## config.mk

```make
export PLATFORM = sky130hd
export DESIGN_NAME = brlite_svc_queue
export DESIGN_NICKNAME = d
export VERILOG_FILES = /design/src/rtl/brlite_svc_queue.sv
export SDC_FILE = /design/constraint.sdc
export NUM_CORES = 1
export LEC_CHECK = 0
export ABC_CLOCK_PERIOD_IN_PS = 8600
export CAP_MARGIN = 15
export CORE_AREA = 2 2 197 199
export DETAILED_ROUTE_END_ITERATION = 6
export DIE_AREA = 0 0 199 201
export GPL_TIMING_DRIVEN = 0
export PLACE_DENSITY = 0.74
export SLEW_MARGIN = 20
export SYNTH_ARGS = -nofsm -noshare
export SYNTH_HDL_FRONTEND = slang
export SYNTH_SLANG_ARGS = --single-unit
```

## constraint.sdc

```tcl
create_clock -name clk_i -period 8.6 [get_ports clk_i]
set_clock_uncertainty 0.2 [all_clocks]
set_input_delay 2.58 -clock clk_i [delete_from_list [all_inputs] [get_ports clk_i]]
set_output_delay 2.58 -clock clk_i [all_outputs]
set_load 0.01 [all_outputs]
```

## src/rtl/brlite_svc_queue.sv

```systemverilog
// BrLite service-message queue: captures router local-port requests into a
// circular buffer and presents the head message to the NI.
package brlite_svc_pkg;
  typedef struct packed {
    logic [7:0]  ksvc;
    logic [7:0]  seq_source;
    logic [15:0] producer;
    logic [31:0] payload;
  } brlite_svc_t;
endpackage

module brlite_svc_queue
  import brlite_svc_pkg::*;
#(
  parameter int BUFFER_SIZE = 8
) (
  input  logic                         clk_i,
  input  logic                         rst_ni,
  input  logic                         rx_req_i,
  output logic                         rx_ack_o,
  input  brlite_svc_t                  rx_data_i,
  output logic                         br_svc_rx_o,
  input  logic                         br_svc_ack_i,
  output brlite_svc_t                  br_svc_data_o,
  input  logic                         flush_i,
  output logic [$clog2(BUFFER_SIZE):0] svc_count_o
);

  localparam int AW = $clog2(BUFFER_SIZE);
  localparam int CW = AW + 1;

  brlite_svc_t   r_mem [BUFFER_SIZE];
  logic [AW-1:0] r_rd_ptr;
  logic [AW-1:0] r_wr_ptr;
  logic [CW-1:0] r_count;
  logic          r_ack;
  logic          r_rx;

  logic          w_full;
  logic          w_push;
  logic          w_pop;
  logic [CW-1:0] w_count_nxt;

  // Full uses the registered count only, so a same-cycle pop never frees a slot early.
  assign w_full = (r_count == CW'(BUFFER_SIZE));
  assign w_push = rx_req_i && !r_ack && !w_full && !flush_i;
  assign w_pop  = br_svc_ack_i && (r_count != '0) && !flush_i;

  always_comb begin
    w_count_nxt = r_count;
    case ({w_push, w_pop})
      2'b10:   w_count_nxt = r_count + CW'(1);
      2'b01:   w_count_nxt = r_count - CW'(1);
      default: w_count_nxt = r_count;
    endcase
  end

  always_ff @(posedge clk_i or negedge rst_ni) begin
    if (!rst_ni) begin
      r_rd_ptr <= '0;
      r_wr_ptr <= '0;
      r_count  <= '0;
      r_ack    <= 1'b0;
      r_rx     <= 1'b0;
    end else if (flush_i) begin
      r_rd_ptr <= '0;
      r_wr_ptr <= '0;
      r_count  <= '0;
      r_ack    <= 1'b0;
      r_rx     <= 1'b0;
    end else begin
      if (w_push) r_wr_ptr <= r_wr_ptr + AW'(1);
      if (w_pop)  r_rd_ptr <= r_rd_ptr + AW'(1);
      r_count <= w_count_nxt;
      r_rx    <= (w_count_nxt != '0);
      // Ack lasts one cycle and itself blocks the next push, so a held request is taken once per two edges.
      r_ack   <= w_push;
    end
  end

  always_ff @(posedge clk_i) begin
    if (w_push) r_mem[r_wr_ptr] <= rx_data_i;
  end

  assign rx_ack_o      = r_ack;
  assign br_svc_rx_o   = r_rx;
  assign br_svc_data_o = r_mem[r_rd_ptr];
  assign svc_count_o   = r_count;

endmodule

```

# ---- Yosys cells after proc, flatten, opt, wreduce, memory -nomap -nowiden
# Memories as Yosys holds them, arrays and structs flattened.
# Index checks and enable logic that the tools add are counted.
dict set report classes {
  mux 10
  n_eq_ne 3
  reduce_logical 12
  n_addsub 4
}
# op count
set op_table {}
lappend op_table {{3-bit 2-to-1 mux} 4}
lappend op_table {{4-bit one-hot mux with 2 select lines} 1}
lappend op_table {{4-bit nonzero test} 2}
lappend op_table {{3-bit by 1-bit adder with 3-bit output (second input constant)} 2}
lappend op_table {{1-bit logical AND} 5}
lappend op_table {{4-bit by 1-bit adder with 4-bit output (second input constant)} 1}
lappend op_table {{4-bit equality test (second input constant)} 1}
lappend op_table {{1-bit 2-to-1 mux} 4}
lappend op_table {{4-bit 2-to-1 mux} 1}
lappend op_table {{2-bit nonzero test} 2}
lappend op_table {{4-bit by 1-bit subtractor with 4-bit output (second input constant)} 1}
lappend op_table {{1-bit logical NOT} 3}
lappend op_table {{2-bit by 1-bit equality test with 1-bit output (second input constant)} 1}
lappend op_table {{2-bit equality test (second input constant)} 1}
dict set report word_totals {
  elab_cells 35
  inputBits 69
  n_memories 1
  mem_bits_rw 512
  regBits 12
  output_inout_bits 70
}
# memory words width read_ports rd_clocked_by_memory_dff wr line
set memory_table {}
lappend memory_table {r_mem 8 64 1 0 1 32} ;# brlite_svc_t r_mem [BUFFER_SIZE];

# ---- Logic depth before layout (Yosys ltp)
dict set report depth {
  word_depth 8
  depth_mapped 9
  depth_no_buf 9
}

# ---- Least setup slack after synthesis
# No wires, ideal clock.
dict set report synth_timing {
  path_kind {input to register}
  startpoint {input rx_req_i}
  endpoint {memory r_mem[1][0] (netlist name) (enable)}
  cell_stages 4
  t_required_ps 7734
  arrival_time_ps 9650
  setup_slack_ps -1916
  setup_ps 666
  path_buffers 0
  path_cell_list {nand2b_1 -> a21oi_2 -> nand2b_1 -> nor4b_1}
}
dict set report synth_between {
  elab_chain_len 5
}
# item line
set synth_rtl {}
lappend synth_rtl {{start, declared} 19} ;# input logic rx_req_i,
lappend synth_rtl {{1-bit logical AND (3 in a row)} 46} ;# assign w_push = rx_req_i && !r_ack && !w_full && !flush_i;
lappend synth_rtl {{1-bit 2-to-1 mux} 82} ;# if (w_push) r_mem[r_wr_ptr] <= rx_data_i;
lappend synth_rtl {{1-bit 2-to-1 mux (not written as such)} 82}
lappend synth_rtl {{end, declared} 32}
# No other way between the ends.

==> impl_metrics.csv <==
group,metric,value,unit
layout,regArea,15700,sq um
clocking,cts_tree,"yes",
job,maxCapViolations,0,
setup_path,worstPathRequired,5.82,ns
clocking,clockBufferDepth,3,
synth,syn_area_per_cell,24.5,sq um
setup_path,cp.arrival,3.23,ns
floorplan,die_h,201,um
drt,wl_per_cell,24.6,um
power,p_per_area,253,nW/um^2
synth,netlist_instances,813,
setup_path,path_cells,"buf_2 > buf_1 > mux4_2 > mux2_2 > clkdlybuf4s50_1",
clocking,clkSlewWorstSetupHoldPaths,0.06,ns
layout,syn_to_final_growth,22.3,%
clocking,clock_latency,0.55,ns
global_route,grt_pass1_vias,9676,
power,clockPowerShare,34.4,%
layout,finish.utilization,64.0,%
place,portBuffers,137,
synth,synth.most_common_cell,"edfxtp_1",
synth,synth_commonest_cells,"edfxtp_1, mux4_2, mux2_2, nor2_1",
timing,setup_viol,0,
floorplan,rows,72,
setup_path,critical_path.top_delay_family,"buffers and inverters",
clocking,ctsResizeCount,0,
floorplan,die_w,199,um
power,power,6180,uW
timing,setup_tns,0,ns
synth,synth_edf_count,512,
clocking,root_buffer,"clkbuf_16",
drt,drtAntennaViolNets,0,
hold_path,hold_path_depth,2,
layout,layout.nets,1125,
synth,yosysUniqueCellTypes,32,
timing,finalMaxSlewViolations,0,
floorplan,initial_core_util,52.3,%
power,p_int,4770,uW
setup_path,crit_slowest_cell,"buf_1",
global_route,grt_max_degree,20,
timing,finalWorstPathRequiredPeriod,6.01,ns
setup_path,critPathBufInv,3,
global_route,grt_pass1_wl,60100,um
power,p_leak,0.00766,uW
drt,wl,39600,um
drt,routed_via_density,5.72,
power,pwr-share-comb,18.5,%
power,seqPwrFrac,47.0,%
floorplan,dieArea,40000,sq um
timing,tightest_slew,0.817,ns
drt,dr.pass1.iters,5,
global_route,grtUsageTotal,20.6,%
place,placed_area,22800,sq um
clocking,cts.htree.levels,2,
setup_path,critical_path.max_stage_delay,0.66,ns
setup_path,crit_fanout,10,
timing,rsz0062_at_grt,"false",
layout,drive_gt1_share,30.8,%
synth,synth_warnings,0,
synth,syn-num-nets,888,
layout,multi_input_area,4110,sq um
layout,fin_area,24400,sq um
synth,ys.flop_type,"edfxtp_1",
drt,drc,0,
floorplan,io_pins,139,
synth,synth_top_area_share,77.1,%
synth,yosys.area.top_type,"edfxtp_1",
global_route,antenna_found_initial,5,
synth,syn_area,19900,sq um
setup_path,r2r_cells,8,
timing,hold_viol,0,
place,dp_hpwl,25300,um
global_route,overflow,0,
synth,ys_async_sr_fraction,2.29,%
floorplan,core_area,38100,sq um
power,p_switching,1410,uW
status,outcome,"complete, no violations",
timing,fin_crit_sh,69.8,%
hold_path,hp-class,"reg -> reg",
setup_path,cp_num_cells,5,
setup_path,startpoint_type,"register",
drt,drt_iter0_markers,922,
timing,max_slew_margin,45.6,%
clocking,post_cts_buffers,0,
setup_path,worstSetupPathType,"reg -> out",
synth,yosys-top-cells-area,"edfxtp_1, mux4_2, mux2_2, dfrtp_1, buf_6",
clocking,cts_sinks,524,
timing,fmax,0.166,GHz
clocking,hold_buffers,0,
place,place.gp.congestion,0.717,
clocking,cts_buffers,51,
layout,fillers,2506,
power,netSwitchingFraction,22.9,%
power,ir_worst_vdd,0.193,mV
synth,ys_seq_area_share,78.6,%
synth,synth-seq-cells,524,
drt,route.vias.total,9211,
setup_path,cp-end-kind,"primary output",
## cells in the final DEF, fill, tap and decap left out, drive strengths merged, types with 4 or more instances in the layout
master	count
edfxtp	512
clkdlybuf4s50	137
mux4	128
clkbuf	75
buf	73
mux2	64
clkinv	23
nor2	16
dfrtp	12
ha	5
mux2i	4
bufinv	4
inv	4
## kinds of logic after synthesis
kind of cell / share of synthesized area (%)
xor gates and xnor gates: 0.264
and+or+nand+nor: 0.828
AOI/OAI and AO/OA: 0.376
DFF: 78.6
adders and majority gates: 0.414
buffers and inverters: 1.24
muxes: 18.3
## final cells by class
type	count	share of cell area [%]
Antenna cell	3	0.0308
Buffer	38	0.969
Clock buffer	63	5.59
Clock inverter	30	0.990
Inverter	3	0.0462
Multi-Input combinational cell	248	16.8
Sequential cell	524	64.3
Tap cell	518	2.66
Timing Repair Buffer	184	8.61
## layer usage
| metal | up-vias | wire [um] | global-route usage, % |
|---|---|---|---|
| li1 | 3963 | - | - |
| met1 | 4896 | 16700 | 29.2 |
| met4 | 6 | 865 | 5.25 |
| met3 | 69 | 2270 | 3.85 |
| met2 | 277 | 19700 | 33.4 |
| met5 | - | 34 | 0 |
## power groups by stage
stage / registers, uW / clock network, uW / logic (uW)
finish: 2910 / 2130 / 1150
global route: 2910 / 2260 / 1230
CTS: 2910 / 2160 / 1170
detailed placement: 2960 / 0 / 1160
global placement: 2970 / 0 / 1130
floorplan: 2960 / 0 / 708
## worst paths after layout
kind,startpoint,end,slack (ns)
max in group asynchronous,rst_ni,br_svc_rx_o$_DFF_PN0_,5.63
worst max-delay path,r_rd_ptr[1]$_DFFE_PN0P_,br_svc_data_o[50],2.59
worst min register to register,r_wr_ptr[1]$_DFFE_PN0P_,r_wr_ptr[1]$_DFFE_PN0P_,0.39
worst min-delay path,r_wr_ptr[1]$_DFFE_PN0P_,r_wr_ptr[1]$_DFFE_PN0P_,0.39
min in group asynchronous,rst_ni,svc_count_o[3]$_DFF_PN0_,2.19
worst max register to register,svc_count_o[0]$_DFF_PN0_,r_mem[0][44]$_DFFE_PP_,5.22
## per-stage QoR
stage                     hold slack (ns)  cells  setup WS (ns)
final                               0.386   1611           2.59
after global routing                0.415   1609           2.53
after CTS                           0.381   1608           2.57
after detailed placement            0.367   1515           2.85
after global placement              0.354   1468          -2.99
after floorplan                     0.326    813           1.26
## state kept, by name, indices dropped and copies added, names as in the netlist
name / cells
br_svc_rx_o: 1
rx_ack_o: 1
svc_count_o: 4
r_wr_ptr: 3
r_mem: 512
r_rd_ptr: 3
## worst reg2reg max path: cells and delay by family (launching register included)
kind,cells,cell delay [ns]
buf+inv,4,0.86
flops,1,0.54
simple gates,3,1.12
compound gates,1,0.37
Power figures use the tool's default switching activity.
